## src/rtl/alu_sequencer.sv

```systemverilog
// alu_sequencer: decodes 16-bit instructions and sequences them onto an
// external register file. It takes one instruction at a time and reports
// READ results through a valid/ready handshake.
//   clk, reset (async, active-low)
//   instr/instr_valid/instr_ready : instruction input handshake
//   addr_a/addr_b/addr_r/data_in/op : register-file command (all registered)
//   alu_data_out : register-file read data
//   rd_data/rd_valid/rd_ready : read result output handshake
//   busy : high whenever the sequencer is not IDLE
// Parameter READ_LATENCY (1..7): cycles from REG_READ issue to capture.

package constants_pkg;
  typedef enum logic [1:0] {
    REG_READ  = 2'd0,
    REG_WRITE = 2'd1,
    ADD       = 2'd2
  } ALUOp;
endpackage

module alu_sequencer
  import constants_pkg::*;
#(
  parameter int unsigned READ_LATENCY = 1
) (
  input  logic                clk,
  input  logic                reset,
  input  logic [15:0]         instr,
  input  logic                instr_valid,
  output logic                instr_ready,
  output logic [2:0]          addr_a,
  output logic [2:0]          addr_b,
  output logic [2:0]          addr_r,
  output logic [7:0]          data_in,
  output constants_pkg::ALUOp op,
  input  logic [7:0]          alu_data_out,
  output logic [7:0]          rd_data,
  output logic                rd_valid,
  input  logic                rd_ready,
  output logic                busy
);

  typedef enum logic [1:0] {
    IDLE    = 2'd0,
    ISSUE   = 2'd1,
    WAIT_RD = 2'd2,
    RESULT  = 2'd3
  } state_t;

  localparam logic [1:0] OPC_NOP   = 2'b00;
  localparam logic [1:0] OPC_WRITE = 2'b01;
  localparam logic [1:0] OPC_ADD   = 2'b10;
  localparam logic [1:0] OPC_READ  = 2'b11;

  localparam logic [2:0] LAT_LOAD = 3'(READ_LATENCY - 1);

  state_t     r_state;
  logic [1:0] r_opc;
  logic [2:0] r_cnt;

  logic       w_accept;
  logic [1:0] w_opc;
  logic [2:0] w_rd;
  logic [2:0] w_ra;
  logic [2:0] w_rb;
  logic [7:0] w_imm;

  // instr_ready is only ever high in IDLE, so accept implies IDLE.
  assign w_accept = instr_valid && instr_ready;
  assign w_opc    = instr[15:14];
  assign w_rd     = instr[13:11];
  assign w_ra     = instr[10:8];
  assign w_rb     = instr[7:5];
  assign w_imm    = instr[7:0];

  // Sequencer FSM; all outputs are registered and computed for the next state.
  always_ff @(posedge clk or negedge reset) begin
    if (!reset) begin
      r_state     <= IDLE;
      r_opc       <= OPC_NOP;
      r_cnt       <= 3'd0;
      instr_ready <= 1'b0;
      busy        <= 1'b0;
      op          <= REG_READ;
      addr_a      <= 3'd0;
      addr_b      <= 3'd0;
      addr_r      <= 3'd0;
      data_in     <= 8'd0;
      rd_data     <= 8'd0;
      rd_valid    <= 1'b0;
    end else begin
      case (r_state)
        IDLE: begin
          // NOPs are consumed without leaving IDLE or touching the register file.
          if (w_accept && (w_opc != OPC_NOP)) begin
            r_state     <= ISSUE;
            r_opc       <= w_opc;
            instr_ready <= 1'b0;
            busy        <= 1'b1;
            case (w_opc)
              OPC_WRITE: begin
                op      <= REG_WRITE;
                addr_a  <= w_rd;
                data_in <= w_imm;
              end
              OPC_ADD: begin
                op     <= ADD;
                addr_a <= w_ra;
                addr_b <= w_rb;
                addr_r <= w_rd;
              end
              default: begin
                op     <= REG_READ;
                addr_a <= w_ra;
              end
            endcase
          end else begin
            instr_ready <= 1'b1;
            busy        <= 1'b0;
          end
        end

        ISSUE: begin
          if (r_opc == OPC_READ) begin
            // Keep REG_READ/addr_a driven while the read data settles.
            r_state <= WAIT_RD;
            r_cnt   <= LAT_LOAD;
          end else begin
            r_state     <= IDLE;
            op          <= REG_READ;
            addr_a      <= 3'd0;
            addr_b      <= 3'd0;
            addr_r      <= 3'd0;
            data_in     <= 8'd0;
            instr_ready <= 1'b1;
            busy        <= 1'b0;
          end
        end

        WAIT_RD: begin
          if (r_cnt == 3'd0) begin
            rd_data  <= alu_data_out;
            rd_valid <= 1'b1;
            r_state  <= RESULT;
            addr_a   <= 3'd0;
          end else begin
            r_cnt <= r_cnt - 3'd1;
          end
        end

        RESULT: begin
          if (rd_ready) begin
            rd_valid    <= 1'b0;
            r_state     <= IDLE;
            instr_ready <= 1'b1;
            busy        <= 1'b0;
          end else begin
            rd_valid <= 1'b1;
          end
        end

        default: begin
          r_state     <= IDLE;
          r_cnt       <= 3'd0;
          instr_ready <= 1'b0;
          busy        <= 1'b0;
          op          <= REG_READ;
          addr_a      <= 3'd0;
          addr_b      <= 3'd0;
          addr_r      <= 3'd0;
          data_in     <= 8'd0;
          rd_valid    <= 1'b0;
        end
      endcase
    end
  end

endmodule

```

## config.mk

```make
export PLATFORM = sky130hd
export DESIGN_NAME = alu_sequencer
export DESIGN_NICKNAME = d
export VERILOG_FILES = /design/src/rtl/alu_sequencer.sv
export SDC_FILE = /design/constraint.sdc
export NUM_CORES = 1
export LEC_CHECK = 0
export CAP_MARGIN = 20
export CORE_ASPECT_RATIO = 1.4
export CORE_MARGIN = 2
export CORE_UTILIZATION = 37
export CTS_CLUSTER_DIAMETER = 80
export DETAILED_ROUTE_END_ITERATION = 12
export PLACE_DENSITY = 0.66
export SETUP_SLACK_MARGIN = 0.4
export SLEW_MARGIN = 5
export SYNTH_ARGS = -nofsm -noshare
export SYNTH_HDL_FRONTEND = slang
export SYNTH_SLANG_ARGS = --single-unit
```

## constraint.sdc

```tcl
create_clock -name clk -period 3 [get_ports clk]
set_input_delay 0.45 -clock clk [delete_from_list [all_inputs] [get_ports clk]]
set_output_delay 0.45 -clock clk [all_outputs]
set_load 0.01 [all_outputs]
```

==> summary.md <==
| Metric | Value |
|---|---|
| Static Leak | 1.11 nW |
| WP data arrival | 2.31 ns |
| Peak VDD IR | 444 uV |
| Clock latency on the worst-skew pair | 0.29 ns |
| Syn_area_per_cell | 11.7 sq um |
| P_sw | 0.000771 W |
| Sw frac | 0.350 |
| Area growth, synth to finish | 39.0% |
| Num rows | 30 |
| Combinational share of power | 0.483 |
| Pwr dens | 875 nW/um^2 |
| Fin Setup TNS | 0 ns |
| Num CTS Buffers | 5 |
| Synth area leaders | dfrtp_1 (51%), mux2_2 (12%), ha_1 (6.2%), a22o_1 (5.8%), nor2b_1 (3.5%) |
| Post-synthesis sequential area ratio | 0.511 |
| CP peak stage delay | 0.46 ns |
| Fin. Hold Viols | 0 |
| PortBufs | 57 |
| Layout net count | 253 |
| RSZ-0062 raised after global routing | no |
| Post-synth net total | 192 |
| # H-tree levels | 2 |
| Slowest stage cell, crit path | dfrtp_1 |
| Number of global-route vias before repair | 1449 |
| Status | finished clean |
| Wire per inst | 14.5 microns |
| Worst path required time | 3.18 ns |
| Total die area | 5480 sq um |
| CP Capture Type | flop |
| Clk buf depth | 2 |
| I/O pin count | 58 |
| Root Driver | clkbuf_8 |
| First-pass DRT Iterations | 4 |
| Routed Antenna Nets | 0 |
| Setup CP Type | reg2reg |
| Fin crit period | 2.13 ns |
| Critical Path, Cell by Cell | inv_1 -> ha_1 -> inv_1 -> a21oi_1 -> a2111o_1 -> mux2_2 |
| Delay-heaviest family, CP | compound AO/OA/AOI/OAI gates |
| Layout cell share with drive strength beyond 1 | 0.129 |
| Synth area leader | dfrtp_1 |
| Post-Route WL | 4090 microns |
| Worst Tran Pin Value | 0.819 ns |
| Die boundary width | 63.1 microns |
| Via count | 1373 |
| Iteration-0 DRC Markers | 56 |
| Clock sink count | 37 |
| CTS Hold Bufs | 0 |
| Die H | 86.8 microns |
| Setup WS post-layout | 0.867 ns |
| Antenna violations before repair | 0 |
| RePlAce Congestion | 0.718 |
| Sequential share of power | 0.365 |
| # resized after CTS | 0 |
| Detailed Place HPWL | 3070 microns |
| First-pass GRT wire length | 6820 microns |
| Register clock-pin slew on the reported worst setup and hold paths | 0.07 ns |
| Post-CTS Repair Setup Buffers | 0 |
| Startpoint Class | flop |
| Clock power share | 0.152 |
| Mapped cell area | 1810 sq um |
| Core region area | 4770 sq um |
| Max-Cap Viols | 0 |
| Most common cell after layout, fill and taps aside | clkdlybuf4s50_1 |
| Internal | 0.00143 W |
| Slew Limit Headroom | 0.454 |
| Initial Util | 0.380 |
| Ys Warns | 0 |
| CP max FO | 9 |
| Final worst-path cycle share | 0.711 |
| Most used cell, CP | inv_1 |
| Largest net degree at the start of global routing | 38 |
| CTS tree | done |
| Hold Path Class | in2async |
| Highest Clock Rate | 0.469 GHz |
| Overall Global Routing Usage | 0.163 |
| Yosys reg bits | 37 |
| Worst clock skew | 0.00563 ns |
| Most frequent cells in the layout | clkdlybuf4s50_1 (56), dfrtp_1 (37), mux2_2 (19) |
| WP buf/inv | 2 |
| Setup violators final | 0 |
| Place WS | 0.821 ns |
| Post-synth top area share | 0.511 |
| Antenna cells | 0 |
| Max-slew violations | 0 |
| Hold_ws | 0.250 ns |
| Post-Syn Instances | 155 |
| Drt drc | 0 |
| Vias per cell | 4.89 |
| Grt total ovfl | 0 |
| Post-synthesis cell type count | 29 |
[kinds of logic (layout without fill, tap and decap cells)]
group / after synthesis / in the layout / synth area share
buf+inv: 11 / 73 / 0.0276
compound gates: 29 / 29 / 0.126
mux: 22 / 22 / 0.135
simple gates: 47 / 47 / 0.138
fa+ha+maj: 9 / 9 / 0.0622
flops: 37 / 37 / 0.511
[cell usage after synthesis]
| cell type | instances |
|---|---|
| o21ai_1 | 1 |
| o21a_1 | 1 |
| a22o_1 | 12 |
| mux2i_1 | 3 |
| and3_1 | 2 |
| buf_2 | 1 |
| ha_1 | 9 |
| nand2b_1 | 2 |
| inv_1 | 8 |
| dfrtp_1 | 37 |
| o22ai_1 | 1 |
| nor2b_1 | 10 |
| a2111o_1 | 1 |
| buf_6 | 1 |
| a311oi_1 | 1 |
| nor3_1 | 4 |
| nand2_1 | 13 |
| o31ai_1 | 1 |
| clkbuf_1 | 1 |
| o211ai_4 | 1 |
| mux2_2 | 19 |
| nand3_1 | 3 |
| a21bo_2 | 1 |
| nor2_1 | 9 |
| nor4b_4 | 1 |
| o21ai_0 | 5 |
| nand4b_1 | 1 |
| nand4_1 | 2 |
| a21oi_1 | 4 |
[worst register-to-register path: cells and delay by family (launching register included)]
kind / cells / cell delay [ns]
mux: 1 / 0.37
buf+inv: 2 / 0.30
flops: 1 / 0.46
compound gates: 2 / 0.54
fa+ha+maj: 1 / 0.34
[registers in the layout, summed over array words and instances, names as in the netlist, 2 cells and up, named ones only]
signal   cells
addr_a       3
addr_b       3
addr_r       3
data_in      8
op           2
r_cnt        3
r_opc        2
rd_data      8
[power groups by stage]
stage | clock, W | sequential (W) | combinational, W
after CTS | 0.000345 | 0.000807 | 0.00108
after floorplan | 0 | 0.000864 | 0.000539
after global routing | 0.000368 | 0.000829 | 0.00116
after global placement | 0 | 0.000808 | 0.00106
final | 0.000334 | 0.000804 | 0.00106
after detailed placement | 0 | 0.000813 | 0.00107
[layout make-up]
cell class | count | area (sq um)
fillers | 451 | 2250
clock buffers | 8 | 80.1
flip-flops and latches | 37 | 926
inverters | 8 | 30.0
well taps | 64 | 80.1
multi-input cells | 107 | 835
repair buffers | 57 | 566
[routing by layer]
| metal | part of all wire | track usage |
|---|---|---|
| met1 | 0.42 | 0.188 |
| met2 | 0.50 | 0.275 |
| met3 | 0.052 | 0.0506 |
| met4 | 0.020 | 0.0788 |
| met5 | 0 | 0 |
[worst paths after layout]
path / from / to / slack, ns / cells after the start
worst max-delay path: r_state[0]$_DFFE_PN0P_ / addr_b[0]$_DFFE_PN0P_ / 0.87 / 6
worst min-delay path: reset / rd_valid$_DFFE_PN0P_ / 0.25 / 1
worst max register to register: r_state[0]$_DFFE_PN0P_ / addr_b[0]$_DFFE_PN0P_ / 0.87 / 6
worst min register to register: rd_data[4]$_DFFE_PN0P_ / rd_data[4]$_DFFE_PN0P_ / 0.51 / 1
max in group asynchronous: reset / data_in[2]$_DFFE_PN0P_ / 2.23 / 1
min in group clk: rd_data[4]$_DFFE_PN0P_ / rd_data[4]$_DFFE_PN0P_ / 0.51 / 1
[metrics by stage]
step,cells,util,total power [W],cell area (sq um)
after floorplan,155,-,0.00140,1810
after global placement,273,0.511,0.00186,2440
after detailed placement,273,0.511,0.00189,2440
after CTS,281,0.528,0.00223,2520
after global routing,281,0.528,0.00236,2520
final,281,0.528,0.00220,2520
Note: power is estimated with default switching activity, not from simulation.
